[src/rtl/console_pkg.sv]
// Shared types and constants for the UART line console: FSM states, ASCII
// control codes and a width helper.
package console_pkg;

    typedef enum logic [2:0] {
        S_RX   = 3'd0,
        S_ECHO = 3'd1,
        S_LINE = 3'd2,
        S_RESP = 3'd3,
        S_TX   = 3'd4
    } state_e;

    localparam logic [7:0] CR  = 8'h0D;
    localparam logic [7:0] LF  = 8'h0A;
    localparam logic [7:0] BS  = 8'h08;
    localparam logic [7:0] DEL = 8'h7F;
    localparam logic [7:0] SP  = 8'h20;

    // Bits needed to hold 0..n-1, never less than one.
    function automatic int clog2_min1(input int n);
        return (n <= 2) ? 1 : $clog2(n);
    endfunction

endpackage

[src/rtl/uart_line_console_if.sv]
// Byte pipelines, line hand-off and response hand-off of the line console.
interface uart_line_console_if #(
    parameter int LINE_LEN = 32,
    parameter int RESP_LEN = 32,
    parameter int CW       = $clog2(LINE_LEN + 1),
    parameter int RW       = $clog2(RESP_LEN + 1)
);
    logic [7:0]            rx_data;
    logic                  rx_valid;
    logic                  rx_ready;
    logic [7:0]            tx_data;
    logic                  tx_valid;
    logic                  tx_ready;
    logic [8*LINE_LEN-1:0] line_data;
    logic [CW-1:0]         line_len;
    logic                  line_ovf;
    logic                  line_valid;
    logic                  line_ready;
    logic [8*RESP_LEN-1:0] resp_data;
    logic [RW-1:0]         resp_len;
    logic                  resp_valid;
    logic                  resp_ready;

    modport slave (
        input  rx_data, rx_valid, tx_ready, line_ready, resp_data, resp_len, resp_valid,
        output rx_ready, tx_data, tx_valid, line_data, line_len, line_ovf, line_valid, resp_ready
    );

    modport master (
        output rx_data, rx_valid, tx_ready, line_ready, resp_data, resp_len, resp_valid,
        input  rx_ready, tx_data, tx_valid, line_data, line_len, line_ovf, line_valid, resp_ready
    );

endinterface

[src/rtl/console_tx_seq.sv]
// Byte serializer: streams len_i bytes of data_i, optionally followed by CR LF,
// at up to one byte per cycle; done_o pulses with the final handshake.
module console_tx_seq
    import console_pkg::*;
#(
    parameter int N  = 32,
    parameter int LW = clog2_min1(N + 1)
) (
    input  logic           clk,
    input  logic           rst_n,
    input  logic           start_i,
    input  logic [8*N-1:0] data_i,
    input  logic [LW-1:0]  len_i,
    input  logic           crlf_i,
    output logic           tx_valid_o,
    output logic [7:0]     tx_data_o,
    input  logic           tx_ready_i,
    output logic           done_o
);
    localparam int IW = clog2_min1(N + 3);

    logic          active_q, active_d;
    logic          tx_valid_q, tx_valid_d;
    logic [7:0]    tx_data_q, tx_data_d;
    logic [IW-1:0] idx_q, idx_d;
    logic [IW-1:0] len_q, len_d;
    logic [IW-1:0] total_q, total_d;
    logic          empty_q, empty_d;
    logic          last_fire;

    // Indices past the payload map onto the CR LF trailer.
    function automatic logic [7:0] byte_at(input logic [8*N-1:0] d,
                                           input logic [IW-1:0] i,
                                           input logic [IW-1:0] n);
        logic [7:0] b;
        b = LF;
        if (i < n) begin
            b = 8'h00;
            for (int k = 0; k < N; k++) begin
                if (i == IW'(k)) b = d[8*k +: 8];
            end
        end else if (i == n) begin
            b = CR;
        end
        return b;
    endfunction

    assign last_fire  = active_q && tx_valid_q && tx_ready_i && (idx_q == total_q);
    assign done_o     = last_fire || empty_q;
    assign tx_valid_o = tx_valid_q;
    assign tx_data_o  = tx_data_q;

    always_comb begin
        active_d   = active_q;
        tx_valid_d = tx_valid_q;
        tx_data_d  = tx_data_q;
        idx_d      = idx_q;
        len_d      = len_q;
        total_d    = total_q;
        empty_d    = 1'b0;
        if (start_i && !active_q) begin
            len_d   = IW'(len_i);
            total_d = IW'(len_i) + (crlf_i ? IW'(2) : IW'(0));
            if (total_d == '0) begin
                empty_d = 1'b1;
            end else begin
                active_d   = 1'b1;
                tx_valid_d = 1'b1;
                tx_data_d  = byte_at(data_i, '0, len_d);
                idx_d      = IW'(1);
            end
        end else if (active_q && tx_valid_q && tx_ready_i) begin
            if (idx_q == total_q) begin
                active_d   = 1'b0;
                tx_valid_d = 1'b0;
            end else begin
                tx_data_d = byte_at(data_i, idx_q, len_q);
                idx_d     = idx_q + 1'b1;
            end
        end
    end

    always_ff @(posedge clk or negedge rst_n) begin
        if (!rst_n) begin
            active_q   <= 1'b0;
            tx_valid_q <= 1'b0;
            tx_data_q  <= '0;
            idx_q      <= '0;
            len_q      <= '0;
            total_q    <= '0;
            empty_q    <= 1'b0;
        end else begin
            active_q   <= active_d;
            tx_valid_q <= tx_valid_d;
            tx_data_q  <= tx_data_d;
            idx_q      <= idx_d;
            len_q      <= len_d;
            total_q    <= total_d;
            empty_q    <= empty_d;
        end
    end

endmodule

[src/rtl/uart_line_console.sv]
// Line-oriented console: edits host characters into a line, hands the line
// downstream, then transmits the returned response followed by CR LF.
module uart_line_console
    import console_pkg::*;
#(
    parameter int LINE_LEN = 32,
    parameter int RESP_LEN = 32,
    parameter bit ECHO_EN  = 1'b1,
    parameter int CW       = $clog2(LINE_LEN + 1),
    parameter int RW       = $clog2(RESP_LEN + 1)
) (
    input  logic               clk_48mhz,
    input  logic               reset_n,
    uart_line_console_if.slave bus,
    output logic               busy
);
    localparam int SN  = (RESP_LEN > 3) ? RESP_LEN : 3;
    localparam int SLW = clog2_min1(SN + 1);
    localparam logic [CW-1:0] LINE_MAX = CW'(LINE_LEN);
    localparam logic [RW-1:0] RMAX     = RW'(RESP_LEN);

    logic [1:0] rst_sync_q;
    logic       rst_n;

    state_e                state_q, state_d;
    logic [7:0]            line_q [LINE_LEN];
    logic [7:0]            line_d [LINE_LEN];
    logic [CW-1:0]         count_q, count_d;
    logic                  ovf_q, ovf_d;
    logic [7:0]            echo_q [3];
    logic [7:0]            echo_d [3];
    logic [1:0]            echo_len_q, echo_len_d;
    logic [8*RESP_LEN-1:0] resp_q, resp_d;
    logic [RW-1:0]         rlen_q, rlen_d;
    logic                  rx_ready_q, rx_ready_d;
    logic                  line_valid_q, line_valid_d;
    logic                  resp_ready_q, resp_ready_d;
    logic                  start_q, start_d;

    logic                  rx_fire, line_fire, resp_fire;
    logic                  is_cr, is_lf, is_erase;
    logic [8*SN-1:0]       seq_data;
    logic [SLW-1:0]        seq_len;
    logic                  seq_done;

    // Reset asserts asynchronously and releases on the clock.
    always_ff @(posedge clk_48mhz or negedge reset_n) begin
        if (!reset_n) rst_sync_q <= '0;
        else          rst_sync_q <= {rst_sync_q[0], 1'b1};
    end
    assign rst_n = rst_sync_q[1];

    assign rx_fire   = bus.rx_valid && rx_ready_q;
    assign line_fire = line_valid_q && bus.line_ready;
    assign resp_fire = resp_ready_q && bus.resp_valid;
    assign is_cr     = (bus.rx_data == CR);
    assign is_lf     = (bus.rx_data == LF);
    assign is_erase  = (bus.rx_data == BS) || (bus.rx_data == DEL);

    always_ff @(posedge clk_48mhz or negedge rst_n) begin
        if (!rst_n) begin
            state_q      <= S_RX;
            rx_ready_q   <= 1'b0;
            line_valid_q <= 1'b0;
            resp_ready_q <= 1'b0;
            start_q      <= 1'b0;
        end else begin
            state_q      <= state_d;
            rx_ready_q   <= rx_ready_d;
            line_valid_q <= line_valid_d;
            resp_ready_q <= resp_ready_d;
            start_q      <= start_d;
        end
    end

    always_comb begin
        state_d = state_q;
        unique case (state_q)
            S_RX: begin
                if (rx_fire) begin
                    if (is_cr) begin
                        state_d = S_LINE;
                    end else if (ECHO_EN && !is_lf) begin
                        if (is_erase) begin
                            if (count_q != '0) state_d = S_ECHO;
                        end else if (count_q < LINE_MAX) begin
                            state_d = S_ECHO;
                        end
                    end
                end
            end
            S_ECHO, S_TX: if (seq_done) state_d = S_RX;
            S_LINE:       if (line_fire) state_d = S_RESP;
            S_RESP:       if (resp_fire) state_d = S_TX;
            default:      state_d = S_RX;
        endcase
    end

    // Readies are registered from the next state so they track it cycle-exactly.
    always_comb begin
        rx_ready_d   = (state_d == S_RX);
        line_valid_d = (state_d == S_LINE);
        resp_ready_d = (state_d == S_RESP);
        start_d      = (state_d != state_q) && ((state_d == S_ECHO) || (state_d == S_TX));
    end

    always_comb begin
        line_d     = line_q;
        count_d    = count_q;
        ovf_d      = ovf_q;
        echo_d     = echo_q;
        echo_len_d = echo_len_q;
        resp_d     = resp_q;
        rlen_d     = rlen_q;
        if (rx_fire && !is_cr && !is_lf) begin
            if (is_erase) begin
                if (count_q != '0) begin
                    count_d = count_q - 1'b1;
                    for (int i = 0; i < LINE_LEN; i++) begin
                        if (count_q == CW'(i + 1)) line_d[i] = 8'h00;
                    end
                    echo_d[0]  = BS;
                    echo_d[1]  = SP;
                    echo_d[2]  = BS;
                    echo_len_d = 2'd3;
                end
            end else if (count_q < LINE_MAX) begin
                for (int i = 0; i < LINE_LEN; i++) begin
                    if (count_q == CW'(i)) line_d[i] = bus.rx_data;
                end
                count_d    = count_q + 1'b1;
                echo_d[0]  = bus.rx_data;
                echo_len_d = 2'd1;
            end else begin
                ovf_d = 1'b1;
            end
        end
        if (line_fire) begin
            for (int i = 0; i < LINE_LEN; i++) line_d[i] = 8'h00;
            count_d = '0;
            ovf_d   = 1'b0;
        end
        if (resp_fire) begin
            resp_d = bus.resp_data;
            rlen_d = (bus.resp_len > RMAX) ? RMAX : bus.resp_len;
        end
    end

    always_ff @(posedge clk_48mhz or negedge rst_n) begin
        if (!rst_n) begin
            for (int i = 0; i < LINE_LEN; i++) line_q[i] <= 8'h00;
            for (int i = 0; i < 3; i++) echo_q[i] <= 8'h00;
            count_q    <= '0;
            ovf_q      <= 1'b0;
            echo_len_q <= '0;
            resp_q     <= '0;
            rlen_q     <= '0;
        end else begin
            line_q     <= line_d;
            echo_q     <= echo_d;
            count_q    <= count_d;
            ovf_q      <= ovf_d;
            echo_len_q <= echo_len_d;
            resp_q     <= resp_d;
            rlen_q     <= rlen_d;
        end
    end

    always_comb begin
        seq_data = '0;
        if (state_q == S_ECHO) begin
            seq_data[23:0] = {echo_q[2], echo_q[1], echo_q[0]};
            seq_len        = SLW'(echo_len_q);
        end else begin
            seq_data[8*RESP_LEN-1:0] = resp_q;
            seq_len                  = SLW'(rlen_q);
        end
    end

    console_tx_seq #(
        .N  (SN),
        .LW (SLW)
    ) u_tx_seq (
        .clk        (clk_48mhz),
        .rst_n      (rst_n),
        .start_i    (start_q),
        .data_i     (seq_data),
        .len_i      (seq_len),
        .crlf_i     (state_q == S_TX),
        .tx_valid_o (bus.tx_valid),
        .tx_data_o  (bus.tx_data),
        .tx_ready_i (bus.tx_ready),
        .done_o     (seq_done)
    );

    for (genvar gi = 0; gi < LINE_LEN; gi++) begin : g_line_out
        assign bus.line_data[8*gi +: 8] = line_q[gi];
    end

    assign bus.line_len   = count_q;
    assign bus.line_ovf   = ovf_q;
    assign bus.line_valid = line_valid_q;
    assign bus.rx_ready   = rx_ready_q;
    assign bus.resp_ready = resp_ready_q;
    assign busy           = (state_q != S_RX);

endmodule
[src/flat_wrapper.sv]
// flat-port wrapper written by rule: the top's interface ports become plain ports
module uart_line_console_flat import console_pkg::*;
#(
    parameter int LINE_LEN = 32,
    parameter int RESP_LEN = 32,
    parameter bit ECHO_EN  = 1'b1,
    parameter int CW       = $clog2(LINE_LEN + 1),
    parameter int RW       = $clog2(RESP_LEN + 1)
)
  (clk_48mhz, reset_n, busy, bus_rx_data, bus_rx_valid, bus_tx_ready, bus_line_ready, bus_resp_data, bus_resp_len, bus_resp_valid, bus_rx_ready, bus_tx_data, bus_tx_valid, bus_line_data, bus_line_len, bus_line_ovf, bus_line_valid, bus_resp_ready);
  uart_line_console_if #(.LINE_LEN(LINE_LEN), .RESP_LEN(RESP_LEN), .CW(CW), .RW(RW)) bus_i ();
  input  logic clk_48mhz;
  input  logic reset_n;
  output logic busy;
  input wire logic [$bits(bus_i.rx_data)-1:0] bus_rx_data;
  input wire logic [$bits(bus_i.rx_valid)-1:0] bus_rx_valid;
  input wire logic [$bits(bus_i.tx_ready)-1:0] bus_tx_ready;
  input wire logic [$bits(bus_i.line_ready)-1:0] bus_line_ready;
  input wire logic [$bits(bus_i.resp_data)-1:0] bus_resp_data;
  input wire logic [$bits(bus_i.resp_len)-1:0] bus_resp_len;
  input wire logic [$bits(bus_i.resp_valid)-1:0] bus_resp_valid;
  output wire logic [$bits(bus_i.rx_ready)-1:0] bus_rx_ready;
  output wire logic [$bits(bus_i.tx_data)-1:0] bus_tx_data;
  output wire logic [$bits(bus_i.tx_valid)-1:0] bus_tx_valid;
  output wire logic [$bits(bus_i.line_data)-1:0] bus_line_data;
  output wire logic [$bits(bus_i.line_len)-1:0] bus_line_len;
  output wire logic [$bits(bus_i.line_ovf)-1:0] bus_line_ovf;
  output wire logic [$bits(bus_i.line_valid)-1:0] bus_line_valid;
  output wire logic [$bits(bus_i.resp_ready)-1:0] bus_resp_ready;
  assign bus_i.rx_data = bus_rx_data;
  assign bus_i.rx_valid = bus_rx_valid;
  assign bus_i.tx_ready = bus_tx_ready;
  assign bus_i.line_ready = bus_line_ready;
  assign bus_i.resp_data = bus_resp_data;
  assign bus_i.resp_len = bus_resp_len;
  assign bus_i.resp_valid = bus_resp_valid;
  assign bus_rx_ready = bus_i.rx_ready;
  assign bus_tx_data = bus_i.tx_data;
  assign bus_tx_valid = bus_i.tx_valid;
  assign bus_line_data = bus_i.line_data;
  assign bus_line_len = bus_i.line_len;
  assign bus_line_ovf = bus_i.line_ovf;
  assign bus_line_valid = bus_i.line_valid;
  assign bus_resp_ready = bus_i.resp_ready;
  uart_line_console #(.LINE_LEN(LINE_LEN), .RESP_LEN(RESP_LEN), .ECHO_EN(ECHO_EN), .CW(CW), .RW(RW)) u_core (.clk_48mhz(clk_48mhz), .reset_n(reset_n), .bus(bus_i), .busy(busy));
endmodule
[config.mk]
export PLATFORM = sky130hd
export DESIGN_NAME = uart_line_console_flat
export DESIGN_NICKNAME = d
export VERILOG_FILES = /design/src/rtl/console_pkg.sv /design/src/rtl/uart_line_console_if.sv /design/src/rtl/console_tx_seq.sv /design/src/rtl/uart_line_console.sv /design/src/flat_wrapper.sv
export SDC_FILE = /design/constraint.sdc
export NUM_CORES = 1
export LEC_CHECK = 0
export BUFFER_PORTS_ARGS = -buffer_cell sky130_fd_sc_hd__buf_4
export CORE_UTILIZATION = 50
export CTS_CLUSTER_SIZE = 28
export DETAILED_ROUTE_END_ITERATION = 16
export PLACE_DENSITY = 0.73
export SLEW_MARGIN = 20
export SYNTH_ARGS = -nofsm -noshare
export SYNTH_HDL_FRONTEND = slang
export SYNTH_HIERARCHICAL = 1
export SYNTH_SLANG_ARGS = --single-unit
[constraint.sdc]
create_clock -name clk_48mhz -period 33 [get_ports clk_48mhz]
set_clock_uncertainty 0.2 [all_clocks]
set_input_delay 6.6 -clock clk_48mhz [delete_from_list [all_inputs] [get_ports clk_48mhz]]
set_output_delay 6.6 -clock clk_48mhz [all_outputs]
set_load 0.02 [all_outputs]
==> impl_metrics.tcl, run 1 <==
set metrics [dict create \
    run_status "finished, final reports clean" \
    drcViolationCount 0 \
    core_box_area_um2 56500 \
    ys_async_rst_share_pct 100 \
    ys.flop_type "sky130_fd_sc_hd__dfrtp_1" \
    netlist_area_um2 28700 \
    edff_count_synth 0 \
    root_buffer "sky130_fd_sc_hd__clkbuf_16" \
    die_area_um2 58400 \
    preCtsSetupSlack_ps 23260 \
    holdCritPathClass "flip-flop to flip-flop" \
    worst_path_slowest_cell "sky130_fd_sc_hd__o221a_4" \
    pwr_density_cell_nw_per_um2 102 \
    dpl.hpwl_um 68000 \
    post_synth_inst_count 2357 \
    floorplan.die.width_um 242 \
    timing.critical_path.to_type "flip-flop" \
    element_type_at_the_critical_path_start "input port" \
    post-synth-top-area-cell "sky130_fd_sc_hd__dfrtp_1" \
    timing.final.crit_period_ps 9140 \
    clk_pin_slew_worst_paths_ps 60 \
    io_buffers 551 \
    tritoncts "yes" \
    grt_pass1_vias 22300 \
    clock_sink_count 572 \
    floorplan.rows 87 \
    vias_per_cell 5.85 \
    ys_seq_area_share_pct 49.9 \
    ys_top_cells_by_area "sky130_fd_sc_hd__dfrtp_1 (50%), sky130_fd_sc_hd__mux2_2 (13%), sky130_fd_sc_hd__mux2_4 (7.1%)" \
    timing.final.setup_violations 0 \
    final.period_utilization_pct 27.7 \
    antenna_violations_before_repair 15 \
    avgRoutedWirePerCell_um 25.5 \
    cts_buffer_depth 3 \
    grt_pass1_wl_um 141000 \
    postSynthNetCount 2650 \
    track_usage_pct 31.4 \
    cts_buffers 59 \
    grt.overflow.total 0 \
    nNetsFinal 3137 \
    dr.pass1.iters 5 \
    ys_seq_elements 572 \
    drt-total-wl_um 93100 \
    leak_nw 16.3 \
    critPathRequiredTime_ps 33300 \
    tns_ps 0 \
    path_max_fanout 33 \
    max_clock_freq_ghz 0.109 \
    worst-endpoint-arrival_ps 9440 \
    synthToLayoutAreaGrowth_pct 23.5 \
    drive_gt1_share_pct 41.5 \
    finalWorstSetupSlack_ps 23860 \
    clkLatencyLatePin_ps 630 \
    total_of_cells_resized_after_clock_tree_synthesis 0 \
    htreeDepth 2 \
    floorplan.die.height_um 242 \
    layout_common_cells "sky130_fd_sc_hd__dfrtp_1 (571), sky130_fd_sc_hd__buf_4 (568), sky130_fd_sc_hd__mux2_2 (320), sky130_fd_sc_hd__nor2b_1 (256), sky130_fd_sc_hd__nand2_1 (150)" \
    path_cells "buf_4 -> nand2b_1 -> or3_1 -> nand2_4 -> o221a_4 -> o221ai_2 -> mux2_2" \
    most_common_cell_after_layout_fill_and_taps_aside "sky130_fd_sc_hd__dfrtp_1" \
    grt_start_max_net_pins 195 \
    setup_repair_after_global_routing_missed_its_margin "no" \
    cts_hold_fix_bufs 0 \
    effective_utilization_at_floorplan_pct 50.8 \
    gp_congestion 0.931 \
    pin_count 552 \
    final_max_slew_viols 0 \
    slowest_delay_ps 820 \
    timing.slew.headroom_pct 25.6 \
    ys_types 96 \
    timing_hold_violations_final 0 \
    initialDrtViolationCount 1677 \
    detailroute.via_count 21400 \
    synth_largest_type_area_fraction_pct 49.9 \
    maximum_vdd_ir_drop_mv 0.0679 \
    ys_warn_count 6 \
    synthesis.area_per_instance_um2 12.2 \
    crit_type "input port to flip-flop" \
    maxcap_violations 0 \
    route.antenna.remaining_nets 0 \
    number_of_buffers_inserted_to_repair_setup_after_cts 0 \
    worst_slew_pin_slew_ps 1120 \
]
[logic make-up (layout without fill, tap and decap cells)]
group / Yosys count / after routing / share of synthesized area [%]
simple gates: 719 / 719 / 13.7
flops: 572 / 572 / 49.9
mux: 524 / 524 / 22.3
compound gates: 340 / 340 / 10.2
buf+inv: 168 / 704 / 2.68
fa+ha+maj: 17 / 17 / 0.741
xor+xnor: 16 / 16 / 0.488
other cells: 1 / 9 / 0.0131
[flip-flops by register name (all words and copies together) (netlist names), 5 cells and up]
signal,count
u_core/u_tx_seq/len_q,6
u_core/echo_q,9
u_core/u_tx_seq/idx_q,6
u_core/bus.line_len,6
u_core/rlen_q,6
u_core/bus.line_data,256
u_core/u_tx_seq/tx_data_o,8
u_core/u_tx_seq/total_q,5
u_core/resp_q,256
[Yosys cell counts, drive strengths merged (4+ instances only)]
cell,count
a2111oi,7
a211o,12
a211oi,11
a21boi,5
a21o,8
a21oi,47
a221o,7
a221oi,23
a22o,4
a22oi,7
a31oi,11
a32oi,4
and2,9
and3,13
and3b,8
buf,33
clkbuf,113
dfrtp,572
ha,17
inv,22
mux2,516
mux2i,8
nand2,154
nand2b,20
nand3,36
nand3b,9
nand4,11
nor2,117
nor2b,258
nor3,36
nor3b,7
nor4,9
nor4b,4
o211ai,12
o21ai,79
o221ai,44
o22ai,23
or2,6
or3,9
or3b,4
xnor2,5
xor2,11
[metrics by stage]
| stage | instance area [um^2] | hold slack (ps) | util, % | total power [mW] | cells |
|---|---|---|---|---|---|
| floorplan | 28700 | 131 | - | 2.27 | 2357 |
| global placement | 33300 | 137 | 58.9 | 2.85 | 3538 |
| detailed placement | 33300 | 146 | 58.9 | 2.89 | 3538 |
| CTS | 35400 | 177 | 62.6 | 3.62 | 3648 |
| global route | 35400 | 184 | 62.7 | 3.78 | 3657 |
| finish | 35400 | 169 | 62.7 | 3.62 | 3657 |
[report_power, final]
part           switching, mW  leakage, nW  internal, mW
registers              0.211         7.03          1.04
clock network          0.296         1.02         0.419
logic                  0.887         8.28         0.770
total                   1.39         16.3          2.22
[path summary, 6_finish.rpt]
| kind | end | start | slack [ps] | cells past startpoint |
|---|---|---|---|---|
| worst max-delay path | u_core/bus.line_data[11] | bus_rx_data[7] | 23860 | 7 |
| worst min-delay path | u_core/rst_sync_q[1] | u_core/rst_sync_q[0] | 170 | 0 |
| worst max register to register | u_core/u_tx_seq/tx_data_o[7] | u_core/state_q[0] | 28750 | 10 |
| worst min register to register | u_core/rst_sync_q[1] | u_core/rst_sync_q[0] | 170 | 0 |
| max in group asynchronous | u_core/rst_sync_q[1] | reset_n | 26950 | 1 |
| min in group asynchronous | u_core/resp_q[15] | u_core/rst_sync_q[1] | 270 | 0 |
[worst max-delay path, delay by kind of cell]
| family | cells | cell delay, ps |
|---|---|---|
| multiplexers | 1 | 420 |
| AO/OA/AOI/OAI | 2 | 1360 |
| AND/OR/NAND/NOR | 3 | 890 |
| buffers and inverters | 1 | 130 |
[cell type report]
class	instances	area (um^2)
Sequential cell	572	14300
Timing Repair Buffer	572	4350
Tap cell	756	946
Clock buffer	80	1710
Inverter	22	82.6
Antenna cell	8	20.0
Multi-Input combinational cell	1617	13600
Fill cell	4362	21100
Clock inverter	30	379
[metal layers]
metal / vias to the layer above / wire [um] / track usage, %
met1: 11000 / 37900 / 40.7
met5: - / 91 / 0
li1: 9414 / - / -
met3: 185 / 7830 / 8.44
met2: 829 / 44000 / 50.5
met4: 14 / 3220 / 11.6
(Power assumes the default switching activity.)
==> run 2, diff against run 1 <==
--- a/config.mk
+++ b/config.mk
@@ -5,11 +5,12 @@
 export SDC_FILE = /design/constraint.sdc
 export NUM_CORES = 1
 export LEC_CHECK = 0
+export ABC_AREA = 1
 export BUFFER_PORTS_ARGS = -buffer_cell sky130_fd_sc_hd__buf_4
 export CORE_UTILIZATION = 50
 export CTS_CLUSTER_SIZE = 28
 export DETAILED_ROUTE_END_ITERATION = 16
-export PLACE_DENSITY = 0.73
+export PLACE_DENSITY = 0.76
 export SLEW_MARGIN = 20
 export SYNTH_ARGS = -nofsm -noshare
 export SYNTH_HDL_FRONTEND = slang
==> constraint.sdc (replaced) <==
create_clock -name clk_48mhz -period 8 [get_ports clk_48mhz]
set_clock_uncertainty 0.2 [all_clocks]
set_input_delay 1.6 -clock clk_48mhz [delete_from_list [all_inputs] [get_ports clk_48mhz]]
set_output_delay 1.6 -clock clk_48mhz [all_outputs]
set_load 0.02 [all_outputs]
==> run 2 against run 1 <==
Area after synthesis up 1.3%. Global-route usage up 0.28 points. Count of clock-buffer cells in the layout up 11. Worst hold slack worse by 18 ps. Cell area up 0.38%. Critical endpoint is now u_core/u_tx_seq/tx_data_o[0]. Largest power group unchanged. Highest routed layer unchanged.
==> impl_metrics.tcl, run 2 <==
set metrics [dict create \
    critPathRequiredTime_ps 8310 \
    pin_count 552 \
    cts_buffer_depth 3 \
    postPlaceCellArea_um2 33600 \
    maxcap_violations 0 \
    synthesis.area_per_instance_um2 7.23 \
    most_common_cell_after_layout_fill_and_taps_aside "sky130_fd_sc_hd__nand2_1" \
    floorplan.die.width_um 243 \
    floorplan.die.height_um 243 \
    ys_types 48 \
    grt_start_max_net_pins 191 \
    crit_type "flip-flop to flip-flop" \
    worst_r2r_startpoint "u_core/state_q[0]" \
    timing.critical_path.to_type "flip-flop" \
    vias_per_cell 5.16 \
    root_buffer "sky130_fd_sc_hd__clkbuf_16" \
    dr.pass1.iters 5 \
    total_of_cells_resized_after_clock_tree_synthesis 0 \
    final_max_slew_viols 0 \
    core_box_area_um2 57600 \
    clock_sink_count 572 \
    worst_path_slowest_cell "sky130_fd_sc_hd__nor3_1" \
    element_type_at_the_critical_path_start "flip-flop" \
    run_status "finished, final reports clean" \
    track_usage_pct 31.7 \
    route.antenna.remaining_nets 0 \
    grt.overflow.total 0 \
    netlist_area_um2 29100 \
    antenna_violations_before_repair 9 \
    holdCritPathClass "flip-flop to flip-flop" \
    layout_common_cells "sky130_fd_sc_hd__nand2_1 (1981), sky130_fd_sc_hd__buf_4 (571), sky130_fd_sc_hd__dfrtp_1 (571), sky130_fd_sc_hd__inv_1 (421), sky130_fd_sc_hd__o21ai_0 (318)" \
    synth_top_family_by_area "simple AND/OR/NAND/NOR gates" \
    cp_common_cell "sky130_fd_sc_hd__nand2_1" \
    postSynthNetCount 4314 \
    max_clock_freq_ghz 0.196 \
    pwr_density_cell_nw_per_um2 378 \
    drcViolationCount 0 \
    min_delay_endpoint "u_core/rst_sync_q[1]" \
    ys_seq_area_share_pct 49.2 \
    nNetsFinal 4768 \
    compound_gate_fraction_of_synth_area_pct 9.46 \
    detailroute.via_count 27300 \
    timing.final.setup_violations 0 \
    ys_seq_elements 572 \
    post_synth_xor_area_fraction_pct 0.331 \
    leak_nw 21.3 \
    avgRoutedWirePerCell_um 18.0 \
    post_synth_inst_count 4021 \
    number_of_buffers_inserted_to_repair_setup_after_cts 0 \
    grt_pass1_wl_um 147000 \
    path_max_fanout 190 \
    htreeDepth 2 \
    postLayoutCellArea_um2 35600 \
    cts_hold_fix_bufs 0 \
    slowest_delay_ps 760 \
    edff_count_synth 0 \
    ys_async_rst_share_pct 100 \
    tritoncts "yes" \
    post-synth-top-area-cell "sky130_fd_sc_hd__dfrtp_1" \
    synth_largest_type_area_fraction_pct 49.2 \
    worst_slew_pin_slew_ps 1110 \
    maximum_vdd_ir_drop_mv 0.320 \
    muxShareOfSynthArea_pct 0 \
    min_delay_path_depth 0 \
    synth_fa_ha_area_share_pct 0.731 \
    tns_ps 0 \
    worstRegToRegCells 39 \
    worst-endpoint-arrival_ps 5410 \
    ys_warn_count 6 \
    initialDrtViolationCount 2318 \
    gp_congestion 0.977 \
    io_buffers 551 \
    critical_path.reg2reg.endpoint "u_core/u_tx_seq/tx_data_o[0]" \
    most_frequent_cell_after_synthesis "sky130_fd_sc_hd__nand2_1" \
    effective_utilization_at_floorplan_pct 50.5 \
    setup_repair_after_global_routing_missed_its_margin "no" \
    floorplan.rows 88 \
    critPathLaunch "u_core/state_q[0]" \
    die_area_um2 59100 \
    final.period_utilization_pct 63.8 \
    timing_hold_violations_final 0 \
    timing.final.crit_period_ps 5100 \
    dpl.hpwl_um 66500 \
    cts_buffers 59 \
    worst_hold_startpoint "u_core/rst_sync_q[0]" \
    grt_pass1_vias 26300 \
    drive_gt1_share_pct 17.6 \
    reg2reg_slack_ps 2900 \
    ys_top_cells_by_area "sky130_fd_sc_hd__dfrtp_1 (49%), sky130_fd_sc_hd__nand2_1 (26%), sky130_fd_sc_hd__o21ai_0 (5.5%)" \
    ys.flop_type "sky130_fd_sc_hd__dfrtp_1" \
    top_cell_types_by_occurrence_after_synthesis "sky130_fd_sc_hd__nand2_1 (1983), sky130_fd_sc_hd__dfrtp_1 (572), sky130_fd_sc_hd__inv_1 (421), sky130_fd_sc_hd__o21ai_0 (318), sky130_fd_sc_hd__nor2_1 (156)" \
    timing.slew.headroom_pct 25.5 \
    clk_pin_slew_worst_paths_ps 60 \
    yosys.area_share.simple_pct 31.8 \
    drt-total-wl_um 95000 \
    synthToLayoutAreaGrowth_pct 22.3 \
    clkLatencyLatePin_ps 630 \
]
run 2: cell types whose count changed after synthesis, sizes merged, moves of 20 or more:
cell	delta
nor2b	-258
o21ai	+265
nor2	+94
nand2	+1834
a21oi	+50
mux2	-516
inv	+415
a221oi	-23
nand2b	-20
nor3	-20
nand3	+22
o221ai	-44
run 2: metrics by stage:
stage	setup slack, ps	power [mW]	utilization [%]	cells	hold slack (ps)
after floorplan	2250	8.39	-	4021	131
after global placement	2960	10.5	58.4	5178	132
after detailed placement	2990	10.6	58.4	5178	139
after CTS	2940	13.4	61.7	5287	152
after global routing	2410	14.4	61.8	5290	180
final	2900	13.5	61.8	5291	152
run 2: layout make-up:
type,count,area (um^2)
clock inverters,18,190
flip-flops and latches,572,14300
clock buffers,91,1730
well taps,765,957
inverters,438,1670
repair buffers,574,4350
diodes,3,7.51
multi-input cells,2830,12400
fillers,5250,22000
run 2: power by group:
group	total [mW]	internal [mW]	switching [mW]
sequential	4.79	4.01	0.776
combinational	5.90	1.93	3.97
clock	2.76	1.58	1.18
run 2: kinds of logic (layout without fill, tap and decap cells):
family | Yosys count | in the layout
AND/OR/NAND/NOR | 2308 | 2308
buffers and inverters | 619 | 1121
flip-flops | 572 | 572
AO/OA/AOI/OAI | 493 | 493
adder cells (fa/ha/maj) | 17 | 17
XOR/XNOR | 11 | 11
other | 1 | 4
run 2: worst max-delay path by stage:
stage	slack [ps]	endpoint
after global placement	2960	u_core/u_tx_seq/tx_data_o[0]
after CTS	2940	u_core/u_tx_seq/tx_data_o[0]
after detailed placement	2990	u_core/u_tx_seq/tx_data_o[0]
after global routing	2410	u_core/u_tx_seq/tx_data_o[0]
final	2900	u_core/u_tx_seq/tx_data_o[0]
after floorplan	2250	u_core/bus.line_data[0]
run 2: layer usage:
| metal | vias up | wire length [um] | global-route usage (%) |
|---|---|---|---|
| met5 | - | 85 | 0 |
| met4 | 12 | 3850 | 13.4 |
| met3 | 208 | 8440 | 8.34 |
| met2 | 1040 | 44200 | 50.5 |
| met1 | 12900 | 38400 | 40.7 |
| li1 | 13200 | - | - |
run 2: critical path, delay by kind of cell (launching register included):
| kind | cells | cell delay [ps] |
|---|---|---|
| DFF | 1 | 420 |
| buffers and inverters | 2 | 610 |
| and+or+nand+nor | 33 | 3180 |
| AOI/OAI and AO/OA | 4 | 530 |
